==> src/rtl/fetch_pkg.sv <==
// Shared types, constants and the fetch-address legality check for the
// instruction fetch unit and its prefetch queue.
package fetch_pkg;

   localparam int PC_W       = 64;
   localparam int INST_W     = 32;
   localparam int INST_BYTES = 4;

   localparam logic [INST_W-1:0] NOP_INST = 32'h00000013;

   typedef enum logic {
      FETCH  = 1'b0,
      HALTED = 1'b1
   } fetch_state_t;

   typedef struct packed {
      logic [INST_W-1:0] inst;
      logic [PC_W-1:0]   pc;
   } fetch_entry_t;

   // Written as pc <= size-4 rather than pc+3 <= size-1 so a pc near 2^64 cannot wrap into range.
   function automatic logic pc_legal(input logic [PC_W-1:0] pc,
                                     input logic [PC_W-1:0] mem_bytes);
      logic w_fits;
      w_fits = (mem_bytes >= PC_W'(INST_BYTES)) &&
               (pc <= (mem_bytes - PC_W'(INST_BYTES)));
      return (pc[1:0] == 2'b00) && w_fits;
   endfunction

endpackage

==> src/rtl/fetch_queue.sv <==
// Small synchronous FIFO holding fetched {inst, pc} pairs; the head is read
// straight from storage so downstream valid/data never depend on pop.
module fetch_queue
   import fetch_pkg::*;
#(
   parameter int DEPTH = 2,
   parameter int W     = INST_W + PC_W
) (
   input  logic         clk,
   input  logic         reset,
   input  logic         push,
   input  logic         pop,
   input  logic         flush,
   input  logic [W-1:0] wdata,
   output logic         full,
   output logic         empty,
   output logic [W-1:0] head
);

   localparam int AW = $clog2(DEPTH);

   logic [W-1:0]  r_mem [DEPTH];
   logic [AW-1:0] r_rd_ptr;
   logic [AW-1:0] r_wr_ptr;
   logic [AW:0]   r_count;

   logic w_do_push;
   logic w_do_pop;

   assign full  = (r_count == (AW+1)'(DEPTH));
   assign empty = (r_count == '0);
   assign head  = r_mem[r_rd_ptr];

   // Popping an empty queue is a no-op; a full queue accepts a push only alongside a pop.
   assign w_do_pop  = pop && !empty;
   assign w_do_push = push && (!full || w_do_pop);

   always_ff @(posedge clk or posedge reset) begin
      if (reset) begin
         r_rd_ptr <= '0;
         r_wr_ptr <= '0;
         r_count  <= '0;
      end else if (flush) begin
         r_rd_ptr <= '0;
         r_wr_ptr <= '0;
         r_count  <= '0;
      end else begin
         if (w_do_push) r_wr_ptr <= r_wr_ptr + AW'(1);
         if (w_do_pop)  r_rd_ptr <= r_rd_ptr + AW'(1);
         r_count <= r_count + (AW+1)'(w_do_push) - (AW+1)'(w_do_pop);
      end
   end

   always_ff @(posedge clk) begin
      if (w_do_push && !flush) begin
         r_mem[r_wr_ptr] <= wdata;
      end
   end

endmodule

==> src/rtl/instruction_fetch_unit.sv <==
// Program-counter sequencer: fetches from a combinational instruction memory
// into a prefetch queue, handles redirects and halts on illegal fetch addresses.
module instruction_fetch_unit
   import fetch_pkg::*;
#(
   parameter int              MEM_BYTES = 88,
   parameter int              DEPTH     = 2,
   parameter logic [PC_W-1:0] RESET_PC  = 64'h0
) (
   input  logic              clk,
   input  logic              reset,
   output logic [PC_W-1:0]   imem_addr,
   input  logic [INST_W-1:0] imem_data,
   input  logic              redirect_valid,
   input  logic [PC_W-1:0]   redirect_pc,
   output logic              out_valid,
   input  logic              out_ready,
   output logic [INST_W-1:0] out_inst,
   output logic [PC_W-1:0]   out_pc,
   output logic              fault
);

   localparam logic [PC_W-1:0] MEM_SIZE = PC_W'(MEM_BYTES);

   fetch_state_t    r_state;
   fetch_state_t    w_state_next;
   logic [PC_W-1:0] r_pc;
   logic [PC_W-1:0] w_pc_next;
   logic            r_fault;
   logic            w_fault_next;

   logic         w_push;
   logic         w_flush;
   logic         w_pop;
   logic         w_full;
   logic         w_empty;
   logic         w_redirect_ok;
   logic         w_pc_ok;
   fetch_entry_t w_wdata;
   fetch_entry_t w_head;

   assign w_redirect_ok = pc_legal(redirect_pc, MEM_SIZE);
   assign w_pc_ok       = pc_legal(r_pc, MEM_SIZE);
   assign w_pop         = !w_empty && out_ready;
   assign w_wdata       = '{inst: imem_data, pc: r_pc};

   fetch_queue #(
      .DEPTH (DEPTH),
      .W     (INST_W + PC_W)
   ) u_queue (
      .clk   (clk),
      .reset (reset),
      .push  (w_push),
      .pop   (w_pop),
      .flush (w_flush),
      .wdata (w_wdata),
      .full  (w_full),
      .empty (w_empty),
      .head  (w_head)
   );

   always_ff @(posedge clk or posedge reset) begin
      if (reset) begin
         r_state <= FETCH;
         r_pc    <= RESET_PC;
         r_fault <= 1'b0;
      end else begin
         r_state <= w_state_next;
         r_pc    <= w_pc_next;
         r_fault <= w_fault_next;
      end
   end

   always_comb begin
      w_state_next = r_state;
      w_pc_next    = r_pc;
      w_fault_next = r_fault;
      w_push       = 1'b0;
      w_flush      = 1'b0;

      // A redirect wins in either state and always discards whatever is queued.
      if (redirect_valid) begin
         w_flush   = 1'b1;
         w_pc_next = redirect_pc;
         if (w_redirect_ok) begin
            w_state_next = FETCH;
            w_fault_next = 1'b0;
         end else begin
            w_state_next = HALTED;
            w_fault_next = 1'b1;
         end
      end else begin
         unique case (r_state)
            FETCH: begin
               if (!w_pc_ok) begin
                  w_state_next = HALTED;
                  w_fault_next = 1'b1;
               end else if (!w_full || w_pop) begin
                  w_push    = 1'b1;
                  w_pc_next = r_pc + PC_W'(INST_BYTES);
               end
            end
            HALTED: begin
               w_fault_next = 1'b1;
            end
            default: begin
               w_state_next = FETCH;
            end
         endcase
      end
   end

   assign imem_addr = r_pc;
   assign fault     = r_fault;
   assign out_valid = !w_empty;
   assign out_inst  = w_empty ? NOP_INST : w_head.inst;
   assign out_pc    = w_empty ? RESET_PC : w_head.pc;

endmodule

==> config.mk <==
export PLATFORM = sky130hd
export DESIGN_NAME = instruction_fetch_unit
export DESIGN_NICKNAME = d
export VERILOG_FILES = /design/src/rtl/fetch_pkg.sv /design/src/rtl/fetch_queue.sv /design/src/rtl/instruction_fetch_unit.sv
export SDC_FILE = /design/constraint.sdc
export NUM_CORES = 1
export LEC_CHECK = 0
export CAP_MARGIN = 20
export CORE_MARGIN = 3
export CORE_UTILIZATION = 27
export CTS_BUF_LIST = sky130_fd_sc_hd__clkbuf_4 sky130_fd_sc_hd__clkbuf_8
export DETAILED_ROUTE_END_ITERATION = 10
export SLEW_MARGIN = 40
export SYNTH_ARGS = -nofsm -noshare
export SYNTH_HDL_FRONTEND = slang
export SYNTH_SLANG_ARGS = --single-unit
==> constraint.sdc <==
create_clock -name clk -period 15.3 [get_ports clk]
set_input_delay 3.06 -clock clk [delete_from_list [all_inputs] [get_ports clk]]
set_output_delay 3.06 -clock clk [all_outputs]
set_load 0.05 [all_outputs]
; After elaboration in Yosys (flattened, before gate mapping)
; Memory sizes are Yosys's and may differ from the RTL's.
; Cells that the tools add are included.
; W data, S select, Z words.
[op_classes]
order_cmp = 2
mux = 25
n_addsub = 5
n_reduce_logical = 19
eq_ne = 3
bitwise = 1
[op_table]
columns = cell, count
row1 = $mux W64, 5
row2 = $le A64 B7 Y1 const B, 2
row3 = $add A64 B3 Y64 const B, 1
row4 = $mux W32, 1
row5 = $mux W1, 17
row6 = $reduce_bool A2 Y1, 4
row7 = $logic_and A1 B1 Y1, 6
row8 = $logic_not A2 Y1, 3
row9 = $logic_not A1 Y1, 3
row10 = $ne A3 B3 Y1 const B, 1
row11 = $reduce_and A3 Y1, 1
row12 = $add A1 B1 Y1 const B, 2
row13 = $add A2 B1 Y2, 1
row14 = $eq A2 B2 Y1 const B, 1
row15 = $logic_or A1 B1 Y1, 2
row16 = $mux W2, 1
row17 = $ne A2 B2 Y1 const B, 1
row18 = $pmux W1 S2, 1
row19 = $sub A2 B1 Y2, 1
row20 = $not A1 Y1, 1
[totals]
ff_bits = 70
elab_cells = 62
in_bits = 100
ram_bits = 192
n_memories = 1
[memory_table]
columns = memory, depth, width, read_ports, rd_clocked_by_memory_dff, wr, line
row1 = u_queue.r_mem, 2, 96, 1, 0, 1, fetch_queue.sv:22  ; logic [W-1:0] r_mem [DEPTH];

; Logic depth before layout (Yosys ltp)
[logic_depth]
ltp_word = 12
ltp_mapped = 11
mapped_depth_nobuf = 11

; Modules after synthesis
; From an unflattened synthesis, not the netlist that was laid out.
[unflattened]
cells_unflattened = 656
area_unflattened_um2 = 10737.8
[by_module_without_submodules]
columns = module, n_inst, cells_per_inst, seq_area_each_um2, area_per_inst_um2
row1 = fetch_queue, 1, 329, 5865.6, 7190.6
row2 = instruction_fetch_unit, 1, 327, 1651.6, 3547.2

; Worst setup path after synthesis
; No wires, ideal clock.
[synth_timing]
kind = input -> register
from = input redirect_valid
to = memory u_queue.r_mem[1][0] (netlist bit) (enable)
path_slack_ns = 3.921
t_required_ns = 14.612
stages = 4
arrival_time_ns = 10.691
path_buffers = 3
path_cell_list = clkbuf_1 -> clkbuf_1 -> clkbuf_1 -> nor3b_1
[synth_via]
elab_chain_cells = 5
elab_cells_between_ends = 7
[synth_lines]
columns = item, line
row1 = "start, declared", instruction_fetch_unit.sv:14  ; input logic redirect_valid,
row2 = $mux W1, instruction_fetch_unit.sv:82  ; if (redirect_valid) begin
row3 = $logic_and A1 B1 Y1 or $logic_not A1 Y1 (tied branches), "fetch_queue.sv:36, fetch_queue.sv:55"
row4 = $logic_and A1 B1 Y1 (*), fetch_queue.sv:55  ; if (w_do_push && !flush) begin
row5 = $mux W1 (*), fetch_queue.sv:55
row6 = $mux W1 (implied by the code) (*), fetch_queue.sv:56  ; r_mem[r_wr_ptr] <= wdata;
row7 = "end, declared", fetch_queue.sv:22
; Every way passes the cells marked *; elsewhere a longest branch is shown, timed or not.

; Worst setup path after layout
[layout_timing]
from = register u_queue.r_rd_ptr
to = output out_pc[26]
[layout_via]
elab_chain_cells = 2
[layout_lines]
columns = item, line
row1 = "start, declared", fetch_queue.sv:23  ; logic [AW-1:0] r_rd_ptr;
row2 = "start signal, assigned", fetch_queue.sv:49  ; if (w_do_pop) r_rd_ptr <= r_rd_ptr + AW'(1);
row3 = $mem_v2 Z2 W96, -
row4 = $mux W64, instruction_fetch_unit.sv:117  ; assign out_pc = w_empty ? RESET_PC : w_head.pc;
row5 = "end, declared", instruction_fetch_unit.sv:19  ; output logic [PC_W-1:0] out_pc,
; Every way passes these cells.

==> results.json <==
{
  "vias": 6540,
  "cts_resized": 0,
  "clockBufferDepth": 3,
  "finalPower_mw": 2.05,
  "rsz0062_at_grt": "false",
  "first_iter_violations": 262,
  "routabilityCongestion": 0.740,
  "hold_buffers": 0,
  "grt_pass1_vias": 6862,
  "antenna_found_initial": 4,
  "synthTopCellsByCount": "edfxtp_1, nor2_1, mux2i_1, dfrtp_1, mux2_2",
  "drive_gt1_frac": 0.171,
  "drc": 0,
  "muxShareOfSynthArea": 0.158,
  "synth-xor-area-share": 0.00255,
  "worstMarginPinSlew_ns": 0.732,
  "ir_drop_mv": 0.0627,
  "rr_worst_depth": 6,
  "die_h_um": 201,
  "synth-compound-area-share": 0.00985,
  "overflow": 0,
  "hold_depth": 1,
  "worst_r2r_endpoint": "u_queue.r_mem[1][37]",
  "required_ns": 12.24,
  "start_util": 0.278,
  "core_area_sq_mm": 0.0370,
  "cts_tree": "built",
  "regToRegStartpoint": "imem_addr[10]",
  "max-cap-violations": 0,
  "min_period_over_period": 0.415,
  "post_cts.repair.setup_buffers": 0,
  "numCtsBuffers": 47,
  "hold_viol_final": 0,
  "cts-root-buf": "clkbuf_8",
  "critical_path_class": "reg -> out",
  "drt_first_pass_iters": 4,
  "avgSynthCellArea_sq_um": 15.9,
  "worstHoldStart": "fault",
  "portBuffers": 261,
  "ys_seq_elements": 262,
  "grt_max_degree": 62,
  "synth_edf_count": 192,
  "endpoint_kind": "output port",
  "synth_largest_area_cell": "edfxtp_1",
  "yosysTopAreaCellShare": 0.560,
  "dp_hpwl_um": 19500,
  "synth_area_leaders": "edfxtp_1, dfrtp_1, mux2i_1, mux2_2, nor2_1",
  "path_clk_slew_ns": 0.06,
  "die-width_um": 201,
  "synth_cell_types": 34,
  "timing.fmax_mhz": 158,
  "synthArstFlopShare": 0.267,
  "netlist_instances": 646,
  "ioPinCount": 262,
  "ant_nets": 0,
  "drv_slew": 0,
  "ys.flop_type": "edfxtp_1",
  "clk_latency_ns": 0.55,
  "power_leakage_nw": 4.87,
  "holdCritPathClass": "reg -> reg",
  "viasPerCell": 4.42,
  "r2r_setup_slack_ns": 11.91,
  "clock_skew_ns": 0.0220,
  "dieArea_sq_mm": 0.0405,
  "wl_um": 29100,
  "nets": 1040,
  "grt_pass1_wl_um": 43600,
  "seq_area_frac_synth": 0.731,
  "path_max_fanout": 41,
  "power.density_mw_per_mm2": 141,
  "detail_route.wl_per_cell_um": 19.7,
  "relSlewSlack": 0.507,
  "synth_area_sq_mm": 0.0103,
  "yosys_warnings": 0,
  "num_rows": 70,
  "syn-num-nets": 751,
  "clock_sinks": 262,
  "fin_setup_tns_ns": 0,
  "syn_to_final_growth_pct": 42.0,
  "fillCellCount": 3511,
  "yosysMostFrequentCell": "edfxtp_1",
  "cp.arrival_ns": 3.29,
  "synthAdderAreaFrac": 0.00608,
  "grt_util_all_layers": 0.141,
  "status": "complete, no violations",
  "yosys.area_share.simple": 0.0786,
  "h-tree-depth": 2,
  "fin_crit_ns": 6.35,
  "synth_top_family_by_area": "multiplexers",
  "hold_end": "fault",
  "setup_viol": 0,
  "startpoint_type": "register"
}
==> placed cells by master (no fill, tap or decap), types with 2 or more instances in the layout <==
master	count
xnor2_1	2
o31ai_1	2
buf_6	3
nor4_1	24
nor3b_1	2
nor2_1	102
nand4_1	6
nand2_1	5
clkdlybuf4s50_1	260
and2_1	2
or3_2	2
clkinv_2	4
or4_1	2
nor4_2	6
buf_4	7
mux2i_1	96
mux2_2	59
o21ai_0	5
ha_1	5
clkinvlp_4	2
dfrtp_1	69
a31oi_1	4
inv_1	6
nor4b_1	2
edfxtp_1	192
bufinv_16	3
clkbuf_8	57
clkbuf_4	16
clkinv_1	6
nand3_1	6
o21a_1	3
==> power breakdown <==
| group | switching, mW | total [mW] | internal [mW] |
|---|---|---|---|
| Sequential | 0.0383 | 0.826 | 0.788 |
| Clock | 0.289 | 0.718 | 0.429 |
| Combinational | 0.334 | 0.511 | 0.177 |
==> per-layer routing <==
layer,track usage,routed length (um),vias to the layer above
met4,0.0409,649,6
met1,0.183,12800,3237
met2,0.224,13500,216
met5,0,46,-
li1,-,-,3032
met3,0.0471,2130,49
==> worst max path at each step <==
stage	depth (start not counted)	to	slack (ns)	startpoint
final	5	out_pc[26]	8.95	u_queue.r_rd_ptr
after global routing	5	out_inst[1]	8.77	u_queue.r_count[0]
after detailed placement	4	out_pc[31]	9.37	u_queue.r_rd_ptr
after global placement	4	out_pc[31]	9.05	u_queue.r_rd_ptr
after floorplan	4	u_queue.r_mem[1][0]	3.92	redirect_valid
after CTS	4	out_pc[31]	8.76	u_queue.r_rd_ptr
==> critical path, cell delays in order (launching register included) <==
cell             delay (ns)
dfrtp_4                0.85
buf_6                  0.38
buf_16                 0.29
mux2i_1                0.12
nor2_1                 0.16
clkdlybuf4s50_1        0.83
==> kinds of logic after synthesis <==
family	Yosys count
adder cells (fa/ha/maj)	5
XOR/XNOR	3
AO/OA/AOI/OAI	16
flip-flops	262
buffers and inverters	39
AND/OR/NAND/NOR	166
multiplexers	155
==> area by class of cell <==
cell class,instances,area (sq um),area share
timing repair buffer,271,2720,0.186
sequential,262,7520,0.515
clock buffer,73,905,0.0619
tap,504,631,0.0432
multi-input combinational,345,2650,0.181
antenna,1,2.50,0.000171
clock inverter,15,156,0.0107
inverter,8,31.3,0.00214
==> registers in the layout, summed over array words and instances (netlist names) <==
signal	count
r_state	1
imem_addr	64
u_queue.r_rd_ptr	1
fault	1
u_queue.r_wr_ptr	1
u_queue.r_count	2
u_queue.r_mem	192
==> per-stage QoR <==
stage	util	cells	hold WS [ns]	area (sq um)	setup WS, ns
6_report	0.394	1479	0.487	14600	8.95
5_1_grt	0.394	1479	0.532	14600	8.77
4_1_cts	0.394	1477	0.492	14600	8.76
3_5_place_dp	0.365	1389	0.478	13500	9.37
3_3_place_gp	0.364	1389	0.475	13500	9.05
2_1_floorplan	-	646	0.524	10300	3.92
(Power assumes the default switching activity.)
